--- src/rtl/sipo_demux8_if.sv ---
// Serial-in / parallel-out bundle for sipo_demux8; the slave modport is the demux side.
// SIPO_DEMUX8_PARITY_EN adds y_par_err and widens sel by one bit.
interface sipo_demux8_if #(
  parameter int SEL_W = 3
);
  localparam int N = 2**SEL_W;
`ifdef SIPO_DEMUX8_PARITY_EN
  localparam int CNT_W = SEL_W + 1;
`else
  localparam int CNT_W = SEL_W;
`endif

  logic             din;
  logic             din_valid;
  logic             din_ready;
  logic             sel_clr;
  logic [CNT_W-1:0] sel;
  logic [N-1:0]     Y;
  logic             y_valid;
  logic             y_ready;
`ifdef SIPO_DEMUX8_PARITY_EN
  logic             y_par_err;
`endif

  modport master (
    output din, din_valid, sel_clr, y_ready,
`ifdef SIPO_DEMUX8_PARITY_EN
    input  y_par_err,
`endif
    input  din_ready, sel, Y, y_valid
  );

  modport slave (
    input  din, din_valid, sel_clr, y_ready,
`ifdef SIPO_DEMUX8_PARITY_EN
    output y_par_err,
`endif
    output din_ready, sel, Y, y_valid
  );
endinterface

--- src/rtl/sipo_demux8.sv ---
// Serial-to-parallel 1-to-8 demux: steers accepted bits into a staging word, then hands
// the word out through a registered valid/ready port. SIPO_DEMUX8_PARITY_EN appends an even-parity bit.
module sipo_demux8 #(
  parameter bit MSB_FIRST = 1'b0,
  parameter int SEL_W     = 3
) (
  input  logic         clk,
  input  logic         rst,
  sipo_demux8_if.slave bus
);
  localparam int N = 2**SEL_W;
`ifdef SIPO_DEMUX8_PARITY_EN
  localparam int CNT_W = SEL_W + 1;
  localparam logic [CNT_W-1:0] LAST = CNT_W'(N);
`else
  localparam int CNT_W = SEL_W;
  localparam logic [CNT_W-1:0] LAST = CNT_W'(N - 1);
`endif

  logic [CNT_W-1:0] sel_p0;
  logic [N-1:0]     stg_p0;
  logic [N-1:0]     y_p1;
  logic             vld_p1;
`ifdef SIPO_DEMUX8_PARITY_EN
  logic             par_err_p1;
`endif

  logic             last;
  logic             ready;
  logic             acc;
  logic [SEL_W-1:0] idx;
  logic [N-1:0]     stg_ins;
  logic [N-1:0]     word_c;

  always_comb begin
    last    = (sel_p0 == LAST);
    ready   = !(last && vld_p1 && !bus.y_ready);
    acc     = bus.din_valid && ready;
    idx     = MSB_FIRST ? ~sel_p0[SEL_W-1:0] : sel_p0[SEL_W-1:0];
    stg_ins = stg_p0;
    stg_ins[idx] = bus.din;
`ifdef SIPO_DEMUX8_PARITY_EN
    // The completing bit is the parity bit, so the data bits are already in place.
    word_c  = stg_p0;
`else
    word_c  = stg_ins;
`endif
  end

  // Stage p0 (staging word and index) -> stage p1 (output register)
  always_ff @(posedge clk) begin
    if (rst) begin
      sel_p0     <= '0;
      stg_p0     <= '0;
      y_p1       <= '0;
      vld_p1     <= 1'b0;
`ifdef SIPO_DEMUX8_PARITY_EN
      par_err_p1 <= 1'b0;
`endif
    end else begin
      if (vld_p1 && bus.y_ready) begin
        vld_p1     <= 1'b0;
`ifdef SIPO_DEMUX8_PARITY_EN
        par_err_p1 <= 1'b0;
`endif
      end
      // A resync discards the offered bit, even when it would complete the word.
      if (bus.sel_clr) begin
        sel_p0 <= '0;
        stg_p0 <= '0;
      end else if (acc) begin
        if (last) begin
          y_p1       <= word_c;
          vld_p1     <= 1'b1;
          sel_p0     <= '0;
          stg_p0     <= '0;
`ifdef SIPO_DEMUX8_PARITY_EN
          par_err_p1 <= (^stg_p0) ^ bus.din;
`endif
        end else begin
          stg_p0 <= stg_ins;
          sel_p0 <= sel_p0 + 1'b1;
        end
      end
    end
  end

  assign bus.din_ready = ready;
  assign bus.sel       = sel_p0;
  assign bus.Y         = y_p1;
  assign bus.y_valid   = vld_p1;
`ifdef SIPO_DEMUX8_PARITY_EN
  assign bus.y_par_err = par_err_p1;
`endif
endmodule
--- src/flat_wrapper.sv ---
// flat-port wrapper written by rule: the top's interface ports become plain ports
module sipo_demux8_flat 
#(
  parameter bit MSB_FIRST = 1'b0,
  parameter int SEL_W     = 3
)
  (clk, rst, bus_din, bus_din_valid, bus_sel_clr, bus_y_ready, bus_din_ready, bus_sel, bus_Y, bus_y_valid);
  sipo_demux8_if #(.SEL_W(SEL_W)) bus_i ();
  input  logic clk;
  input  logic rst;
  input wire logic [$bits(bus_i.din)-1:0] bus_din;
  input wire logic [$bits(bus_i.din_valid)-1:0] bus_din_valid;
  input wire logic [$bits(bus_i.sel_clr)-1:0] bus_sel_clr;
  input wire logic [$bits(bus_i.y_ready)-1:0] bus_y_ready;
  output wire logic [$bits(bus_i.din_ready)-1:0] bus_din_ready;
  output wire logic [$bits(bus_i.sel)-1:0] bus_sel;
  output wire logic [$bits(bus_i.Y)-1:0] bus_Y;
  output wire logic [$bits(bus_i.y_valid)-1:0] bus_y_valid;
  assign bus_i.din = bus_din;
  assign bus_i.din_valid = bus_din_valid;
  assign bus_i.sel_clr = bus_sel_clr;
  assign bus_i.y_ready = bus_y_ready;
  assign bus_din_ready = bus_i.din_ready;
  assign bus_sel = bus_i.sel;
  assign bus_Y = bus_i.Y;
  assign bus_y_valid = bus_i.y_valid;
  sipo_demux8 #(.MSB_FIRST(MSB_FIRST), .SEL_W(SEL_W)) u_core (.clk(clk), .rst(rst), .bus(bus_i));
endmodule
--- config.mk ---
export PLATFORM = sky130hd
export DESIGN_NAME = sipo_demux8_flat
export DESIGN_NICKNAME = d
export VERILOG_FILES = /design/src/rtl/sipo_demux8_if.sv /design/src/rtl/sipo_demux8.sv /design/src/flat_wrapper.sv
export SDC_FILE = /design/constraint.sdc
export NUM_CORES = 1
export LEC_CHECK = 0
export CORE_AREA = 2 2 53 55
export DETAILED_ROUTE_END_ITERATION = 8
export DIE_AREA = 0 0 55 57
export PLACE_DENSITY = 0.64
export SLEW_MARGIN = 20
export SYNTH_ARGS = -nofsm -noshare
export SYNTH_HDL_FRONTEND = slang
export SYNTH_SLANG_ARGS = --single-unit
export TNS_END_PERCENT = 10
--- constraint.sdc ---
create_clock -name clk -period 2.03 [get_ports clk]
set_input_delay 0.406 -clock clk [delete_from_list [all_inputs] [get_ports clk]]
set_output_delay 0.406 -clock clk [all_outputs]
set_load 0.05 [all_outputs]
# Word level (Yosys, flattened, before mapping)
# Cells that the tools add are included.
[classes]
n_reduce_logical = 9
muxes = 9
bitwise_logic = 1
addsub = 1
n_eq_ne = 1
magnitude_cmp = 2
[op_table]
columns = ["op", "n"]
rows = [
  ["$bwmux 8", 1],
  ["$mux 8", 1],
  ["$logic_and 1x1->1", 5],
  ["$mux 1", 5],
  ["$lt 3x4->1 const B", 1],
  ["$add 3x1->3 const B", 1],
  ["$demux 1 s3", 1],
  ["$eq 3x3->1 const B", 1],
  ["$ge 3x1->1 const B", 1],
  ["$mux 3", 1],
  ["$reduce_and 3->1", 1],
  ["$logic_not 1->1", 2],
  ["$reduce_or 2->1", 1],
  ["$not 1->1", 1],
]
[word_totals]
input_bits = 6
ff_bits = 20
elab_cells = 27

# Depth between registers and ports, before layout
# Gate-level depths: netlist of run 1.
[logic_depth]
ltp_word = 7
ltp_mapped = 7
depth_no_buf = 6

# Worst setup path before layout of run 1
# OpenSTA, ideal clock, no wires.
[synth_path]
kind = "register -> register"
startpoint = "register u_core.sel_p0[1] (netlist: u_core.bus.sel[1])"
endpoint = "register u_core.stg_p0[0]"
path_slack_ns = -0.117
setup_ns = 0.070
path_buffers = 0
stages_incl_launch_ff = 7
t_required_ns = 1.960
t_arrival_ns = 2.077
path_cell_list = "dfxtp_1 > ha_1 > ha_1 > and3b_1 > inv_1 > a21oi_1 > o2bb2ai_1"
[synth_between]
word_cells_on_any_way = 12
cone_classes = "order compare: 2; eq/ne: 1; mux: 4; reduce/logical: 5"
[synth_rtl]
columns = ["item", "line", "text"]
rows = [
  ["start: declaration", "sipo_demux8.sv:20", "logic [CNT_W-1:0] sel_p0;"],
  ["start signal: assignment", "sipo_demux8.sv:82", "sel_p0 <= sel_p0 + 1'b1;"],
  ["$eq 3x3->1", "sipo_demux8.sv:36", "last = (sel_p0 == LAST);"],
  ["$logic_and 1x1->1 (2 in series)", "sipo_demux8.sv:37", "ready = !(last && vld_p1 && !bus.y_ready);"],
  ["$logic_not 1->1", "sipo_demux8.sv:37", ""],
  ["via bus_din_ready", "flat_wrapper.sv:15", "output wire logic [$bits(bus_i.din_ready)-1:0] bus_din_ready;"],
  ["$logic_and 1x1->1", "sipo_demux8.sv:38", "acc = bus.din_valid && ready;"],
  ["end signal: assignment", "sipo_demux8.sv:81", "stg_p0 <= stg_ins;"],
  ["end: declaration", "sipo_demux8.sv:21", "logic [N-1:0] stg_p0;"],
]
# The timed path passes the listed nets, and every way through them passes these cells.
# A chain may end at the register's enable or synchronous reset.

# Worst setup path after layout of run 1
[layout_path]
startpoint = "register u_core.sel_p0[0] (netlist: u_core.bus.sel[0])"
endpoint = "output port bus_din_ready"
[layout_between]
elab_chain_cells = 4
[layout_lines]
columns = ["item", "line"]
rows = [
  ["$eq 3x3->1", "sipo_demux8.sv:36"],
  ["$logic_and 1x1->1 (2 in series)", "sipo_demux8.sv:37"],
  ["$logic_not 1->1", "sipo_demux8.sv:37"],
  ["end: declaration", "flat_wrapper.sv:15"],
]
# Every way passes these cells.

==> results of run 1 <==
[worst paths after layout]
| path | slack, ns | cells after the start | endpoint | from |
|---|---|---|---|---|
| min reg2reg | 0.47 | 1 | u_core.stg_p0[2] | u_core.stg_p0[2] |
| max | 0.12 | 5 | bus_din_ready | u_core.bus.sel[0] |
| min | 0.47 | 1 | u_core.stg_p0[2] | u_core.stg_p0[2] |
| max reg2reg | 0.30 | 7 | u_core.stg_p0[4] | u_core.bus.sel[0] |
[synthesized netlist by cell type (3+ instances only)]
cell type | number | area (µm²)
a211oi_1 | 8 | 60.1
a21oi_1 | 13 | 65.1
buf_2 | 3 | 15.0
clkbuf_1 | 5 | 18.8
dfxtp_1 | 20 | 400
inv_1 | 3 | 11.3
mux2i_1 | 8 | 80.1
nand3_1 | 3 | 15.0
nand3b_1 | 3 | 22.5
nor3b_1 | 3 | 22.5
o21ai_0 | 3 | 15.0
o2bb2ai_1 | 8 | 70.1
[routing by layer]
layer	share of wire [%]	GRT usage, %	vias to the layer above	wire length [µm]
met4	0.65	5.92	0	12
met1	50	18.2	329	919
met3	3.3	3.14	2	60
met2	46	18.4	11	841
met5	0	0	-	0
li1	-	-	379	-
[power groups by stage]
stage               logic, mW  clock network, mW  registers, mW
global route           0.0506              0.252          0.396
floorplan              0.0247                  0          0.409
detailed placement     0.0459                  0          0.404
CTS                    0.0460              0.238          0.396
finish                 0.0463              0.228          0.395
global placement       0.0454                  0          0.404
[cells by family (layout without fill, tap and decap cells)]
logic type / Yosys count / in the layout
compound gates: 32 / 32
flops: 20 / 20
simple gates: 17 / 17
buf+inv: 13 / 31
mux: 8 / 8
fa+ha+maj: 2 / 2
[timing repair]
action | in CTS | in global routing
setup buffers | 0 | 2
gates cloned | 0 | 0
resized for setup | 1 | 1
endpoints found under the hold margin | 0 | 0
endpoints found under the setup margin | 1 | 1
[flip-flops by register name, summed over array words and instances, names as in the netlist]
name and flops:
u_core.stg_p0 8, u_core.bus.sel 3, u_core.bus.y_valid 1, u_core.bus.Y 8
[critical path, delay by kind of cell (launching register included)]
kind | cells | cell delay, ns
adders and majority gates | 2 | 0.40
DFF | 1 | 0.34
buffers and inverters | 2 | 0.25
and+or+nand+nor | 1 | 0.23
[stage by stage]
stage	instance area (µm²)	hold slack, ns	util [%]	cells	worst slack (ns)
final	1150	0.474	43.9	141	0.115
after detailed placement	1100	0.451	41.9	135	0.0914
after floorplan	895	0.432	-	92	0.0107
after global routing	1150	0.491	43.9	141	0.0252
after CTS	1130	0.479	43.3	139	0.0154
after global placement	1100	0.445	41.9	135	0.133
[final cells by class]
| cell class | count | area, µm² |
|---|---|---|
| tap | 31 | 38.8 |
| timing repair buffer | 24 | 228 |
| multi-input combinational | 59 | 433 |
| sequential | 20 | 402 |
| clock buffer | 4 | 36.3 |
| fill | 265 | 1470 |
| inverter | 3 | 11.3 |
==> reports/qor.yml, run 1 <==
die_h_um: 57
die_x_um: 55
finalMaxSlewViolations: 0
p_int_mw: 0.524
tns_ns: 0
synth_edf_count: 0
syn_area_per_cell_um2: 9.68
cp.required_ns: 1.62
fp.coreArea_um2: 2620
grtUsageTotal_pct: 12.9
numCtsBuffers: 3
worstPathMaxFanout: 4
area_growth_pct: 28.9
start_kind: "register"
syn-cell-area_um2: 891
timing.fmax_mhz: 522
synth_top_family_by_area: "compound AO/OA/AOI/OAI gates"
arrival_ns: 1.51
tightest_slew_ns: 0.504
ant_nets: 0
cp_common_cell: "ha_1"
p_per_area_nw_per_um2: 583
ys_ff_latch: 20
synth_mux_area_share_pct: 8.99
critPathKind: "reg -> out"
min_path_type: "reg -> reg"
slew_headroom_pct: 66.3
diodes: 0
drtIter0Drc: 6
die-area_um2: 3140
dp_hpwl_um: 1360
final_common_cell: "dfxtp_1"
slowest_stage: "dfxtp_1"
cts_root_buf: "clkbuf_4"
fin_nets: 119
antenna_found_initial: 0
rsz0062_at_grt: "false"
cts_hold_buf: 0
grt_pass1_wl_um: 2940
async_reset_ff_share_pct: 0
grt_max_degree: 12
grt_pass1_vias: 670
p_leak_nw: 0.425
wirelength_um: 1830
synthCells: 92
io_buffer_count: 18
syn_nets: 100
synth-simple-area-share_pct: 12.8
wl_per_cell_um: 13.0
yosysSeqAreaShare_pct: 44.9
cp-end-kind: "output pin"
yosysUniqueCellTypes: 21
post-route-min-period_ns: 1.91
vias_per_cell: 5.11
cts.sinks: 20
route.detailed.drc: 0
synth-compound-area-share_pct: 23.6
yosysWarningCount: 0
final_cell_mix: "19 x dfxtp_1, 14 x clkdlybuf4s50_1, 12 x a21oi_1"
cts_buffer_depth: 2
io_pins: 19
start_util_pct: 34.1
fp-row-count: 19
gp_congestion: 0.800
finalHoldViolations: 0
slowest_delay_ns: 0.34
power_frac_comb_pct: 6.9
h-tree-depth: 1
finalSetupViolations: 0
first_pass_iters: 2
p_seq_share_pct: 59.0
switching_share_pct: 21.8
drv_cap: 0
clock_latency_ns: 0.30
p_clk_share_pct: 34.0
status: "finished clean"
synthFlopType: "dfxtp_1"
fin_crit_sh_pct: 94.3
route.vias.total: 721
overflow: 0
path_clk_slew_ns: 0.11
ir_worst_vdd_mv: 0.338
cts_tree: "yes"
p_sw_mw: 0.146
synth_adder_area_share_pct: 2.81
crit_chain: "ha_1, ha_1, and3b_1, inv_2, buf_12"
drive_gt1_share_pct: 15.5
synthXorXnorAreaFrac_pct: 0
timing.clock.skew_ns: 0.00557
fin_total_pwr_mw: 0.670
No activity file was read; power rests on OpenSTA's default activity.
==> run 2: changes to the inputs <==
--- a/config.mk
+++ b/config.mk
@@ -9,6 +9,7 @@
 export DETAILED_ROUTE_END_ITERATION = 8
 export DIE_AREA = 0 0 55 57
 export PLACE_DENSITY = 0.64
+export SKIP_LAST_GASP = 1
 export SLEW_MARGIN = 20
 export SYNTH_ARGS = -nofsm -noshare
 export SYNTH_HDL_FRONTEND = slang
==> results of run 2 <==
Same layout as run 1: the final DEF is identical, and so are final timing and power.
